--- config.mk ---
export PLATFORM = sky130hd
export DESIGN_NAME = multicycle_control
export DESIGN_NICKNAME = d
export VERILOG_FILES = /design/src/rtl/multicycle_control.sv
export SDC_FILE = /design/constraint.sdc
export NUM_CORES = 1
export LEC_CHECK = 0
export ABC_AREA = 1
export CAP_MARGIN = 20
export CORE_MARGIN = 5
export CORE_UTILIZATION = 42
export CTS_CLUSTER_DIAMETER = 100
export CTS_CLUSTER_SIZE = 28
export DETAILED_ROUTE_END_ITERATION = 6
export PLACE_DENSITY = 0.77
export SLEW_MARGIN = 10
export SYNTH_ARGS = -nofsm -noshare
export SYNTH_HDL_FRONTEND = slang
export SYNTH_SLANG_ARGS = --single-unit
--- constraint.sdc ---
create_clock -name clk -period 1.7 [get_ports clk]
set_clock_uncertainty 0.15 [all_clocks]
set_input_delay 0.34 -clock clk [delete_from_list [all_inputs] [get_ports clk]]
set_output_delay 0.34 -clock clk [all_outputs]
set_load 0.01 [all_outputs]
--- src/rtl/multicycle_control.sv ---
// Multicycle MIPS-style control unit: fetch/decode/execute sequencing with a
// bounded memory handshake and a sticky fault state.
module multicycle_control #(
    parameter int ALU_CTRL_W  = 4,
    parameter int MEM_TIMEOUT = 15
) (
    input  logic                  clk,
    input  logic                  reset,
    input  logic [5:0]            opcode,
    input  logic [5:0]            funct,
    input  logic                  zero,
    input  logic                  mem_ready,
    output logic                  iord,
    output logic                  mem_read,
    output logic                  mem_write,
    output logic                  ir_write,
    output logic                  pc_en,
    output logic [1:0]            pc_src,
    output logic                  alu_src_a,
    output logic [2:0]            alu_src_b,
    output logic                  reg_write,
    output logic [1:0]            reg_dst,
    output logic [1:0]            mem_to_reg,
    output logic [ALU_CTRL_W-1:0] alu_control,
    output logic                  fault,
    output logic                  instr_done,
    output logic [3:0]            state
);

    // state  | meaning
    // FETCH  | read instruction at PC, PC <= PC+4 on mem_ready
    // DECODE | branch target into ALUOut, dispatch on opcode
    // MEMADR | effective address for lw/sw
    // MEMRD  | data read, wait for mem_ready
    // MEMWB  | MDR -> rt
    // MEMWR  | data write, wait for mem_ready
    // RTEXEC | R-type ALU operation
    // ALUWB  | ALUOut -> rd
    // BRANCH | beq/bne compare and conditional PC load
    // IEXEC  | immediate ALU operation
    // IWB    | ALUOut -> rt
    // JUMP   | PC <= jump target
    // JAL    | PC <= jump target, $31 <= PC
    // JR     | PC <= register A
    // FAULT  | sticky error, left only by reset
    typedef enum logic [3:0] {
        S_FETCH  = 4'd0,
        S_DECODE = 4'd1,
        S_MEMADR = 4'd2,
        S_MEMRD  = 4'd3,
        S_MEMWB  = 4'd4,
        S_MEMWR  = 4'd5,
        S_RTEXEC = 4'd6,
        S_ALUWB  = 4'd7,
        S_BRANCH = 4'd8,
        S_IEXEC  = 4'd9,
        S_IWB    = 4'd10,
        S_JUMP   = 4'd11,
        S_JAL    = 4'd12,
        S_JR     = 4'd13,
        S_FAULT  = 4'd15
    } state_e;

    localparam logic [3:0] ALU_ADD  = 4'b0000;
    localparam logic [3:0] ALU_SUB  = 4'b0001;
    localparam logic [3:0] ALU_AND  = 4'b0010;
    localparam logic [3:0] ALU_OR   = 4'b0011;
    localparam logic [3:0] ALU_XOR  = 4'b0100;
    localparam logic [3:0] ALU_SLL  = 4'b0101;
    localparam logic [3:0] ALU_SRL  = 4'b0110;
    localparam logic [3:0] ALU_SRA  = 4'b0111;
    localparam logic [3:0] ALU_SLT  = 4'b1000;
    localparam logic [3:0] ALU_SLTU = 4'b1001;
    localparam logic [3:0] ALU_NOR  = 4'b1010;
    localparam logic [3:0] ALU_SLLV = 4'b1011;
    localparam logic [3:0] ALU_SRLV = 4'b1100;
    localparam logic [3:0] ALU_SRAV = 4'b1101;
    localparam logic [3:0] ALU_LUI  = 4'b1110;

    localparam logic [5:0] OP_RTYPE = 6'b000000;
    localparam logic [5:0] OP_J     = 6'b000010;
    localparam logic [5:0] OP_JAL   = 6'b000011;
    localparam logic [5:0] OP_BEQ   = 6'b000100;
    localparam logic [5:0] OP_BNE   = 6'b000101;
    localparam logic [5:0] OP_LW    = 6'b100011;
    localparam logic [5:0] OP_SW    = 6'b101011;
    localparam logic [5:0] FN_JR    = 6'b001000;

    localparam int CNT_W = (MEM_TIMEOUT < 2) ? 1 : $clog2(MEM_TIMEOUT + 1);
    localparam logic [CNT_W-1:0] CNT_LAST = CNT_W'(MEM_TIMEOUT - 1);

    // {valid, alu code}
    function automatic logic [4:0] r_decode(input logic [5:0] f);
        case (f)
            6'b100000, 6'b100001: r_decode = {1'b1, ALU_ADD};
            6'b100010, 6'b100011: r_decode = {1'b1, ALU_SUB};
            6'b100100:            r_decode = {1'b1, ALU_AND};
            6'b100101:            r_decode = {1'b1, ALU_OR};
            6'b100110:            r_decode = {1'b1, ALU_XOR};
            6'b100111:            r_decode = {1'b1, ALU_NOR};
            6'b101010:            r_decode = {1'b1, ALU_SLT};
            6'b101011:            r_decode = {1'b1, ALU_SLTU};
            6'b000000:            r_decode = {1'b1, ALU_SLL};
            6'b000010:            r_decode = {1'b1, ALU_SRL};
            6'b000011:            r_decode = {1'b1, ALU_SRA};
            6'b000100:            r_decode = {1'b1, ALU_SLLV};
            6'b000110:            r_decode = {1'b1, ALU_SRLV};
            6'b000111:            r_decode = {1'b1, ALU_SRAV};
            default:              r_decode = 5'b0_0000;
        endcase
    endfunction

    // {valid, zero-extended immediate, alu code}
    function automatic logic [5:0] i_decode(input logic [5:0] op);
        case (op)
            6'b001000: i_decode = {2'b10, ALU_ADD};
            6'b001001: i_decode = {2'b10, ALU_ADD};
            6'b001010: i_decode = {2'b10, ALU_SLT};
            6'b001011: i_decode = {2'b10, ALU_SLTU};
            6'b001111: i_decode = {2'b10, ALU_LUI};
            6'b001100: i_decode = {2'b11, ALU_AND};
            6'b001101: i_decode = {2'b11, ALU_OR};
            6'b001110: i_decode = {2'b11, ALU_XOR};
            default:   i_decode = 6'b00_0000;
        endcase
    endfunction

    state_e           state_q, state_d;
    logic [CNT_W-1:0] wait_cnt_q, wait_cnt_d;
    logic [4:0]       r_dec;
    logic [5:0]       i_dec;
    logic             mem_state;
    logic             timeout;
    logic [3:0]       alu_code;

    assign r_dec     = r_decode(funct);
    assign i_dec     = i_decode(opcode);
    assign mem_state = (state_q == S_FETCH) || (state_q == S_MEMRD) || (state_q == S_MEMWR);
    assign timeout   = mem_state && !mem_ready && (wait_cnt_q == CNT_LAST);

    always_ff @(posedge clk) begin
        if (reset) begin
            state_q    <= S_FETCH;
            wait_cnt_q <= '0;
        end else begin
            state_q    <= state_d;
            wait_cnt_q <= wait_cnt_d;
        end
    end

    always_comb begin
        state_d = state_q;
        case (state_q)
            S_FETCH: begin
                if (mem_ready)    state_d = S_DECODE;
                else if (timeout) state_d = S_FAULT;
            end
            S_DECODE: begin
                state_d = S_FAULT;
                if (opcode == OP_LW || opcode == OP_SW) state_d = S_MEMADR;
                else if (opcode == OP_RTYPE) begin
                    if (funct == FN_JR) state_d = S_JR;
                    else if (r_dec[4])  state_d = S_RTEXEC;
                end
                else if (opcode == OP_BEQ || opcode == OP_BNE) state_d = S_BRANCH;
                else if (opcode == OP_J)   state_d = S_JUMP;
                else if (opcode == OP_JAL) state_d = S_JAL;
                else if (i_dec[5])         state_d = S_IEXEC;
            end
            S_MEMADR: state_d = (opcode == OP_SW) ? S_MEMWR : S_MEMRD;
            S_MEMRD: begin
                if (mem_ready)    state_d = S_MEMWB;
                else if (timeout) state_d = S_FAULT;
            end
            S_MEMWR: begin
                if (mem_ready)    state_d = S_FETCH;
                else if (timeout) state_d = S_FAULT;
            end
            S_RTEXEC: state_d = S_ALUWB;
            S_IEXEC:  state_d = S_IWB;
            S_MEMWB, S_ALUWB, S_IWB, S_BRANCH,
            S_JUMP, S_JAL, S_JR: state_d = S_FETCH;
            S_FAULT:  state_d = S_FAULT;
            default:  state_d = S_FAULT;
        endcase
    end

    // Counter restarts on any state change so each handshake gets its own budget.
    always_comb begin
        wait_cnt_d = wait_cnt_q;
        if (state_d != state_q)          wait_cnt_d = '0;
        else if (mem_state && !mem_ready) wait_cnt_d = wait_cnt_q + CNT_W'(1);
    end

    always_comb begin
        iord       = 1'b0;
        mem_read   = 1'b0;
        mem_write  = 1'b0;
        ir_write   = 1'b0;
        pc_en      = 1'b0;
        pc_src     = 2'b00;
        alu_src_a  = 1'b0;
        alu_src_b  = 3'b000;
        reg_write  = 1'b0;
        reg_dst    = 2'b00;
        mem_to_reg = 2'b00;
        alu_code   = ALU_ADD;
        fault      = 1'b0;
        instr_done = 1'b0;
        case (state_q)
            S_FETCH: begin
                mem_read  = 1'b1;
                alu_src_b = 3'b001;
                ir_write  = mem_ready;
                pc_en     = mem_ready;
            end
            S_DECODE: alu_src_b = 3'b011;
            S_MEMADR: begin
                alu_src_a = 1'b1;
                alu_src_b = 3'b010;
            end
            S_MEMRD: begin
                iord     = 1'b1;
                mem_read = 1'b1;
            end
            S_MEMWB: begin
                reg_write  = 1'b1;
                mem_to_reg = 2'b01;
                instr_done = 1'b1;
            end
            S_MEMWR: begin
                iord       = 1'b1;
                mem_write  = 1'b1;
                instr_done = mem_ready;
            end
            S_RTEXEC: begin
                alu_src_a = 1'b1;
                alu_code  = r_dec[3:0];
            end
            S_ALUWB: begin
                reg_write  = 1'b1;
                reg_dst    = 2'b01;
                instr_done = 1'b1;
            end
            S_BRANCH: begin
                alu_src_a  = 1'b1;
                alu_code   = ALU_SUB;
                pc_src     = 2'b01;
                pc_en      = (opcode == OP_BNE) ? ~zero : zero;
                instr_done = 1'b1;
            end
            S_IEXEC: begin
                alu_src_a = 1'b1;
                alu_src_b = i_dec[4] ? 3'b100 : 3'b010;
                alu_code  = i_dec[3:0];
            end
            S_IWB: begin
                reg_write  = 1'b1;
                instr_done = 1'b1;
            end
            S_JUMP: begin
                pc_src     = 2'b10;
                pc_en      = 1'b1;
                instr_done = 1'b1;
            end
            S_JAL: begin
                pc_src     = 2'b10;
                pc_en      = 1'b1;
                reg_write  = 1'b1;
                reg_dst    = 2'b10;
                mem_to_reg = 2'b10;
                instr_done = 1'b1;
            end
            S_JR: begin
                pc_src     = 2'b11;
                pc_en      = 1'b1;
                instr_done = 1'b1;
            end
            S_FAULT: fault = 1'b1;
            default: ;
        endcase
        if (reset) begin
            iord       = 1'b0;
            mem_read   = 1'b0;
            mem_write  = 1'b0;
            ir_write   = 1'b0;
            pc_en      = 1'b0;
            pc_src     = 2'b00;
            alu_src_a  = 1'b0;
            alu_src_b  = 3'b000;
            reg_write  = 1'b0;
            reg_dst    = 2'b00;
            mem_to_reg = 2'b00;
            alu_code   = ALU_ADD;
            fault      = 1'b0;
            instr_done = 1'b0;
        end
    end

    assign alu_control = ALU_CTRL_W'(alu_code);
    assign state       = state_q;

endmodule

==> impl_metrics.ini, run 1 <==
[outcome]
stop_error = [ERROR DPL-0038] Utilization greater than 100%, impossible to legalize
outcome = aborted with a tool error
stop_stage = global routing (5_1_grt)

[logic_synthesis]
yosysUniqueCellTypes = 29
syn_area_per_cell_sq_um = 5.44
synthTopCellsByCount = nand2_1, nor2_1, inv_1
synth_flop_cell = dfxtp_1
ys_ff_latch = 8
yosys-top-cells-area = nand2_1, dfxtp_1, nor2_1, inv_1, nand3_1
synth_edf_count = 0
ys_seq_area_frac = 0.124
syn_inst = 237
synth_area_sq_um = 1290
async_flop_share = 0
yosysWarnings = 0
yosysTopAreaCell = nand2_1
synth_top_area_share = 0.160
syn_nets = 261
synth.most_common_cell = nand2_1

[place]
dpl_worst_slack_ns = -1.05
dp_hpwl_mm = 3.75
place.gp.congestion = 0.929
numPortBuffers = 41
dp_cells = 375
dpl_cell_area_sq_um = 2280

[die]
start_util = 0.430
die_h_microns = 65.4
io_pins = 42
die_w_microns = 65.4
rows = 20

[clocking]
cts_buffers = 3
htreeDepth = 1
root_buffer = clkbuf_4
numClockSinks = 8
clockBufferDepth = 2

[global_routing]
grt_max_degree = 10

[timing]
crit_endpoint = alu_control[2]
worst-ep-kind = top-level output
[what timing repair did]
action / 4_1_cts
hold endpoints to repair: 0
buffers inserted: 24
hold buffers: 0
setup endpoints to repair: 34
gates resized for setup: 205
gates cloned: 1
pin swaps: 38
[cell families after synthesis]
kind of cell               count (synthesis)  share of synthesized area
buffers and inverters                     42                      0.125
adders and majority gates                  8                     0.0776
and+or+nand+nor                          146                      0.515
AOI/OAI and AO/OA                         30                      0.138
DFF                                        8                      0.124
xor gates and xnor gates                   3                     0.0204
[metrics by stage]
stage | util | TNS (ns)
3_3_place_gp | 0.759 | -18.24
3_5_place_dp | 0.759 | -18.73
4_1_cts | 0.868 | -4.81
2_1_floorplan | - | -0.00997
==> run 2: changes to the inputs <==
CORE_AREA = 5 5 66 68   (was unset)
CORE_MARGIN = unset   (was 5)
CORE_UTILIZATION = unset   (was 42)
CTS_CLUSTER_DIAMETER = unset   (was 100)
CTS_CLUSTER_SIZE = unset   (was 28)
DIE_AREA = 0 0 71 73   (was unset)
PLACE_DENSITY = unset   (was 0.77)
PLACE_DENSITY_LB_ADDON = 0.15   (was unset)
clock period = 2.21 ns   (was 1.7 ns; I/O delays follow)
==> impl_metrics.ini, run 2 <==
[route]
dr.first_iter.drc_count = 51
drtPass1Iterations = 4
wirelength_mm = 4.42
vias = 1838
drc = 0
antenna_left = 0
wl_per_cell_microns = 11.3
viasPerCell = 4.70

[outcome]
outcome = complete, no violations

[logic_synthesis]
synth_flop_cell = dfxtp_1
synth.most_common_cell = nand2_1
yosysTopAreaCell = nand2_1
ys_ff_latch = 8
ys_seq_area_frac = 0.124
synth_area_sq_um = 1290
syn_nets = 261
yosysWarnings = 0
syn_area_per_cell_sq_um = 5.44
async_flop_share = 0
synth_top_area_share = 0.160
synth_edf_count = 0
syn_inst = 237
yosys-top-cells-area = nand2_1, dfxtp_1, nor2_1, inv_1, nand3_1
yosysUniqueCellTypes = 29
synthTopCellsByCount = nand2_1, nor2_1, inv_1

[finish]
drive_above_1_share = 0.440
n_antenna_cell = 0
layout.cells.non_filler = 391
syn_to_final_growth_pct = 86.1
final_cell_mix = buf_4, nand2_1, inv_1
fin_nets = 367
layout.cells.most_common = buf_4
postLayoutCellArea_sq_um = 2400

[clocking]
numClockSinks = 8
htreeDepth = 1
clockBufferDepth = 2
clkLatencyLatePin_ns = 0.23
root_buffer = clkbuf_8
cts_tree = yes
cts_buffers = 3
ctsHoldBuffers = 0
clk_pin_slew_worst_paths_ns = 0.04

[place]
dp_cells = 384
dpl_cell_area_sq_um = 2190
place.gp.congestion = 0.885
dpl_worst_slack_ns = -0.747
dp_hpwl_mm = 3.54
numPortBuffers = 41

[timing]
relSlewSlack = 0.867
drv_slew = 0
period_needed_ns = 2.17
layout_setup_ws_ns = 0.0439
rsz0062_at_grt = yes
fmax_mhz = 462
worstMarginPinSlew_ns = 0.198
setup_viol = 0
hold_viol_final = 0
fin_crit_sh = 0.980

[critical_path]
worst_setup_path_start_kind = input port
crit_arrival_ns = 1.57
worstSetupPathType = in2out
worst-path-max-fanout = 3
cp_data_required_time_ns = 1.62
endpoint_kind = output port

[power]
power.leakage_nw = 1.21
vdd_ir_drop_max_uv = 347
report.power.total_mw = 2.17
powerDensity_nw_per_um2 = 903

[global_routing]
first_global_vias = 1781
grt_pass1_wl_mm = 7.07
overflow = 0
grtUsageTotal = 0.164
antenna_found_initial = 0
grt_max_degree = 14

[die]
core_area_sq_um = 3800
dieArea_sq_um = 5180
die_w_microns = 71
die_h_microns = 73
start_util = 0.340
io_pins = 42
rows = 23

[job]
maxCapViolCount = 0

[hold_path]
hold_class = reg2reg
[run 2: cell counts after synthesis]
No cell type changed its count.
[run 2: routing by layer]
layer | GRT usage | share of wire | vias to the layer above
met4 | 0.0230 | 0.012 | 0
met1 | 0.174 | 0.41 | 824
li1 | - | - | 970
met5 | 0 | 0 | -
met3 | 0.0207 | 0.036 | 6
met2 | 0.343 | 0.54 | 38
[run 2: through the flow]
step / hold slack [ns] / util / setup TNS (ns)
after floorplan: 0.353 / - / 0
after global placement: 0.377 / 0.578 / -8.20
after detailed placement: 0.391 / 0.578 / -8.52
after CTS: 0.400 / 0.609 / -0.0384
after global routing: 0.446 / 0.632 / -0.0277
final: 0.409 / 0.632 / 0
[run 2: area by class of cell]
class,count,area [sq um]
clock buffer,3,41.3
fill,390,1400
inverter,38,143
multi-input combinational,187,1180
sequential,8,161
tap,50,62.6
timing repair buffer,105,812
[run 2: kinds of logic (layout without fill, tap and decap cells)]
logic type	Yosys count	in the layout	share of synthesized area
AO/OA/AOI/OAI	30	30	0.138
XOR/XNOR	3	3	0.0204
adder cells (fa/ha/maj)	8	8	0.0776
buffers and inverters	42	146	0.125
flip-flops	8	8	0.124
AND/OR/NAND/NOR	146	146	0.515
[run 2: power by group]
group | internal (mW) | switching (mW)
Combinational | 0.822 | 0.961
Clock | 0.118 | 0.0574
Sequential | 0.186 | 0.0229
Total | 1.13 | 1.04
[run 2: path summary, 6_finish.rpt]
path | start | to | slack, ns | cells after the start
max | opcode[1] | alu_src_b[1] | 0.04 | 8
min | wait_cnt_q[3] | wait_cnt_q[3] | 0.41 | 3
max reg2reg | state[1] | wait_cnt_q[1] | 0.25 | 14
min reg2reg | wait_cnt_q[3] | wait_cnt_q[3] | 0.41 | 3
[run 2: repair_timing]
action	CTS	global route
setup buffers	4	0
endpoints found under the setup margin	26	18
pin swaps	16	17
gates resized for setup	90	58
[run 2: critical path, cell delays in order]
cell,delay (ns)
dlygate4sd2_1,0.26
nand2_1,0.11
inv_1,0.09
nor2_4,0.10
nand3_2,0.11
a21oi_2,0.16
a21oi_2,0.08
clkdlybuf4s15_2,0.23
Power figures use the tool's default switching activity.
